$ cat src/rtl/ifmap_skew_feeder.sv
// Input feature-map skew feeder: delays row r of each accepted vector by r+1 cycles and
// enforces tile boundaries with a drain phase. Optional macro: SKEW_ZERO_FILL_EN.
module ifmap_skew_feeder #(
  parameter int unsigned WORDWIDTH = 32,
  parameter int unsigned ROWS      = 4
) (
  input  logic                      clk,
  input  logic                      rst,
  input  logic                      in_valid,
  output logic                      in_ready,
  input  logic [ROWS*WORDWIDTH-1:0] in_data,
  input  logic                      in_last,
  output logic [ROWS*WORDWIDTH-1:0] F_out,
  output logic [ROWS-1:0]           gate_out,
  output logic                      tile_done,
  output logic                      busy
);

  localparam int unsigned CW = (ROWS > 1) ? $clog2(ROWS) : 1;

  typedef enum logic [1:0] {
    S_IDLE   = 2'd0,
    S_STREAM = 2'd1,
    S_DRAIN  = 2'd2
  } state_t;

  state_t          state_q, state_d;
  logic [CW-1:0]   cnt_q, cnt_d;
  logic            accept;
  logic            in_ready_d;
  logic            tile_done_d;
  logic            busy_d;
  logic [ROWS-1:0] pend;

  assign accept = in_valid && in_ready;

  // Control state register plus registered handshake/status outputs
  always_ff @(posedge clk or posedge rst) begin : p_ctrl
    if (rst) begin
      state_q   <= S_IDLE;
      cnt_q     <= '0;
      in_ready  <= 1'b0;
      tile_done <= 1'b0;
      busy      <= 1'b0;
    end else begin
      state_q   <= state_d;
      cnt_q     <= cnt_d;
      in_ready  <= in_ready_d;
      tile_done <= tile_done_d;
      busy      <= busy_d;
    end
  end

  // Next-state logic; tile_done lines up with the last diagonal reaching lane ROWS-1
  always_comb begin : p_next
    state_d = state_q;
    cnt_d   = cnt_q;
    unique case (state_q)
      S_IDLE, S_STREAM: begin
        if (accept) begin
          if (in_last) begin
            state_d = S_DRAIN;
            cnt_d   = CW'(ROWS - 1);
          end else begin
            state_d = S_STREAM;
          end
        end
      end
      S_DRAIN: begin
        if (cnt_q == '0) begin
          state_d = S_IDLE;
        end else begin
          cnt_d = cnt_q - CW'(1);
        end
      end
      default: begin
        state_d = S_IDLE;
        cnt_d   = '0;
      end
    endcase
    in_ready_d  = (state_d != S_DRAIN);
    tile_done_d = (state_d == S_DRAIN) && (cnt_d == '0);
    busy_d      = (state_d != S_IDLE) || accept || (|pend);
  end

  // Per-lane delay chains; lane r holds r+1 stages
  for (genvar r = 0; r < ROWS; r++) begin : g_lane
    logic [WORDWIDTH-1:0] d_q [r+1];
    logic [r:0]           v_q;
    logic [WORDWIDTH-1:0] din;

    assign din = in_data[r*WORDWIDTH +: WORDWIDTH];

    always_ff @(posedge clk or posedge rst) begin : p_stage
      if (rst) begin
        v_q <= '0;
        for (int s = 0; s <= r; s++) begin
          d_q[s] <= '0;
        end
      end else begin
        v_q[0] <= accept;
        for (int s = 1; s <= r; s++) begin
          v_q[s] <= v_q[s-1];
        end
`ifdef SKEW_ZERO_FILL_EN
        d_q[0] <= accept ? din : '0;
        for (int s = 1; s <= r; s++) begin
          d_q[s] <= d_q[s-1];
        end
`else
        // Clock-enabled on valid so bubbles leave the last word parked on F
        if (accept) begin
          d_q[0] <= din;
        end
        for (int s = 1; s <= r; s++) begin
          if (v_q[s-1]) begin
            d_q[s] <= d_q[s-1];
          end
        end
`endif
      end
    end

    assign F_out[r*WORDWIDTH +: WORDWIDTH] = d_q[r];
    assign gate_out[r]                     = v_q[r];

    // Valid data still upstream of the lane output keeps busy asserted
    if (r == 0) begin : g_p0
      assign pend[r] = 1'b0;
    end else begin : g_pn
      assign pend[r] = |v_q[r-1:0];
    end
  end

endmodule
$ cat config.mk
export PLATFORM = sky130hd
export DESIGN_NAME = ifmap_skew_feeder
export DESIGN_NICKNAME = d
export VERILOG_FILES = /design/src/rtl/ifmap_skew_feeder.sv
export SDC_FILE = /design/constraint.sdc
export NUM_CORES = 1
export LEC_CHECK = 0
export CELL_PAD_IN_SITES_DETAIL_PLACEMENT = 0
export CELL_PAD_IN_SITES_GLOBAL_PLACEMENT = 2
export CORE_MARGIN = 5
export CORE_UTILIZATION = 36
export CTS_BUF_LIST = sky130_fd_sc_hd__clkbuf_16
export CTS_CLUSTER_SIZE = 20
export DETAILED_ROUTE_END_ITERATION = 6
export GPL_TIMING_DRIVEN = 1
export PLACE_DENSITY = 0.9
export SETUP_SLACK_MARGIN = 0.02
export SLEW_MARGIN = 20
export SYNTH_ARGS = -nofsm -noshare
export SYNTH_HDL_FRONTEND = slang
export SYNTH_SLANG_ARGS = --single-unit
$ cat constraint.sdc
create_clock -name clk -period 13.2 [get_ports clk]
set_input_delay 1.98 -clock clk [delete_from_list [all_inputs] [get_ports clk]]
set_output_delay 1.98 -clock clk [all_outputs]
set_load 0.02 [all_outputs]
==> summary.md <==
| Metric | Value |
|---|---|
| Most frequent cells in the layout | `dfrtp_1, mux2_2, clkdlybuf4s50_1` |
| Setup TNS | `0 ps` |
| Setup violations, final | `0` |
| Register area share after synthesis | `0.629` |
| CTS tree | `built` |
| Pleak | `0.00700 uW` |
| Dominant synthesized flop cell | `dfrtp_1` |
| Final Hold Viols | `0` |
| Critical R2R Capture | `g_lane[3].d_q[120]$_DFFE_PP0N_` |
| Depth of the worst register-to-register path | `5` |
| Clk_lat worst skew | `approximately 500 ps` |
| Clk pin slew, worst setup/hold paths | `about 60 ps` |
| Drt drc | `0` |
| Period utilisation layout | `0.330` |
| Reg2Reg Setup Slack | `around 10000 ps` |
| Nets | `between 1000 and 1500` |
| Post-Syn Instances | `~800` |
| Clk sink count | `between 300 and 400` |
| Status | `finished, final reports clean` |
| Register area | `a little over 8000 um^2` |
| Drt via density | `4.59` |
| Distinct cells, synth | `22` |
| Layout cells sized above 1 | `0.376` |
| Peak Freq | `roughly 230 MHz` |
| H-tree Lvls | `2` |
| Final Cell Area | `approximately 17000 um^2` |
| Overflow after GRT | `0` |
| Endpoint, Worst Hold | `tile_done$_DFF_PP0_` |
| Commonest non-fill, non-tap cell in the layout | `dfrtp_1` |
| Die Area | `slightly above 40000 um^2` |
| Total wire length | `~27 mm` |
| Util after Layout | `0.457` |
| Synth top area cells | `dfrtp_1, mux2_2, buf_4, mux2_4, buf_6` |
| Post-DP Area | `approximately 15000 um^2` |
| CP Cell Sequence | `clkdlybuf4s50_1 > nand2_2 > buf_4 > inv_4 > buf_4 > mux2_2` |
| Wirelength per Cell | `18.1 um` |
| Synth Area per Inst | `between 15 and 20 um^2` |
| Cell Rows | `70` |
| First-pass GRT wire length | `roughly 43 mm` |
| Crit start category | `input port` |
| Worst Hold Depth | `1` |
| Synthesized Nets | `approximately 940` |
| Fin. max-slew vios | `0` |
| CP most frequent cell | `buf_4` |
| Yosys top cell by area | `dfrtp_1` |
| WP data arrival | `4750 ps` |
| Peak supply drop | `a little under 100 uV` |
| I/O pins | `267` |
| PostCTS Resize Cnt | `0` |
| Syn. warnings | `0` |
| Initial Utilization | `0.362` |
| Number of enable flip-flop cells after synthesis | `0` |
| Hold Path Class | `flip-flop to flip-flop` |
| Worst setup path start | `in_valid` |
| Initial antenna violation count | `2` |
| Worst Skew | `11.4 ps` |
| Antenna-violating nets left | `0` |
| PwrDens | `between 200 and 300 nW/um^2` |
| Crit path kind | `input port to flip-flop` |
| Clock Path Buffers | `3` |
| Synthesized area | `between 10000 and 15000 um^2` |
| Crit path max fanout | `49` |
| Worst hold start | `cnt_q[1]$_DFF_PP0_` |
| Actual slew at the worst max-slew pin | `around 950 ps` |
| Detailed Route Iter0 Violations | `231` |
| GRT Total Usage | `0.131` |
| Max-cap violations | `0` |
| Area growth syn-to-layout | `26.3%` |
| Port bufs | `266` |
| R2r startpoint | `in_ready$_DFF_PP0_` |
| Worst slew margin relative to its limit | `0.367` |
| Die height | `between 200 and 250 um` |
| Root Buffer | `clkbuf_16` |
| CP endpoint kind | `flip-flop` |
| #FFs+latches synth | `331` |
| Slowest stage delay, CP | `roughly 790 ps` |
| Number of global-route vias before repair | `roughly 7500` |
| CORE AREA | `about 36000 um^2` |
| Largest net degree at the start of global routing | `around 120` |
| RSZ-0062 raised after global routing | `no` |
| DP Wirelength | `~17 mm` |
| CP max-delay cell | `buf_4` |
| GP Congestion | `~0.69` |
| Required time of the critical path | `approximately 14000 ps` |
| Die X | `just over 200 um` |
| Area share of the largest cell type after synthesis | `0.629` |
| Placed cell count | `1412` |
| Number of buffers created by CTS | `37` |
| Total number of vias | `between 6000 and 7000` |
| Period minus WS final | `approximately 4400 ps` |
| Post-CTS setup buffers | `0` |
| Hold buffer count at cts | `0` |
| Post-synth ARST share | `1.00` |
| TritonRoute pass-1 iters | `4` |
| Fin cells | `roughly 1500` |
| Fill count | `3208` |
| Area of the multi-input gates | `3850 um^2` |
## Yosys cell counts (all sizes together) (2+ instances only)
cell,n
nand2b,2
clkbuf,3
dfrtp,331
mux2,320
nand2,2
inv,4
o21ai,2
buf,130
nor3b,2
## routing by layer
layer | up-vias | wire (um) | track usage
met5 | - | 13 | 0
met4 | 2 | 480 | 0.0317
met3 | 44 | 2250 | 0.0514
met2 | 199 | 12200 | 0.202
met1 | 3501 | 11800 | 0.174
li1 | 3051 | - | -
## critical path, delay by kind of cell
kind                   cells  cell delay (ps)
buffers and inverters      4             2180
and+or+nand+nor            1               50
muxes                      1              410
## report_power, final
group          leakage (uW)  switching (uW)  total (uW)  internal, uW
clock              0.000600             394         965           571
combinational       0.00252             594        1450           854
sequential          0.00387             276        1780          1500
total               0.00700            1260        4190          2920
## registers in the layout (all words and copies together) (netlist names)
signal,cells
F_out,96
busy,1
cnt_q,2
g_lane.d_q,224
g_lane.v_q,4
in_ready,1
state_q,2
tile_done,1
## logic make-up after synthesis
kind of cell	count (synthesis)	synth area share
muxes	320	0.285
AOI/OAI and AO/OA	6	0.00323
buffers and inverters	137	0.0779
and+or+nand+nor	10	0.00466
DFF	331	0.629
## metrics by stage
step           power (uW)  setup WS [ps]  hold WS, ps
6_report             4190           8840          494
5_1_grt              4440           8450          511
2_1_floorplan        2860           2050          370
3_3_place_gp         3220           7910          478
3_5_place_dp         3270           7840          481
4_1_cts              4260           8390          498
## how the worst max path moves through the flow
stage,end,slack [ps],cells after the start
global route,g_lane[3].v_q[0]$_DFF_PP0_,8450,4
finish,g_lane[3].d_q[120]$_DFFE_PP0N_,8840,6
floorplan,F_out[100]$_DFFE_PP0P_,2050,1
detailed placement,g_lane[3].v_q[0]$_DFF_PP0_,7840,4
global placement,g_lane[3].v_q[0]$_DFF_PP0_,7910,4
CTS,g_lane[3].v_q[0]$_DFF_PP0_,8390,4
## cell type report
cell class,instances,share of cell area
tap,468,0.0352
sequential,331,0.499
multi-input combinational,336,0.232
clock buffer,39,0.0587
antenna,2,0.000301
timing repair buffer,273,0.164
inverter,4,0.00151
clock inverter,27,0.0102
Note: power is estimated with default switching activity, not from simulation.
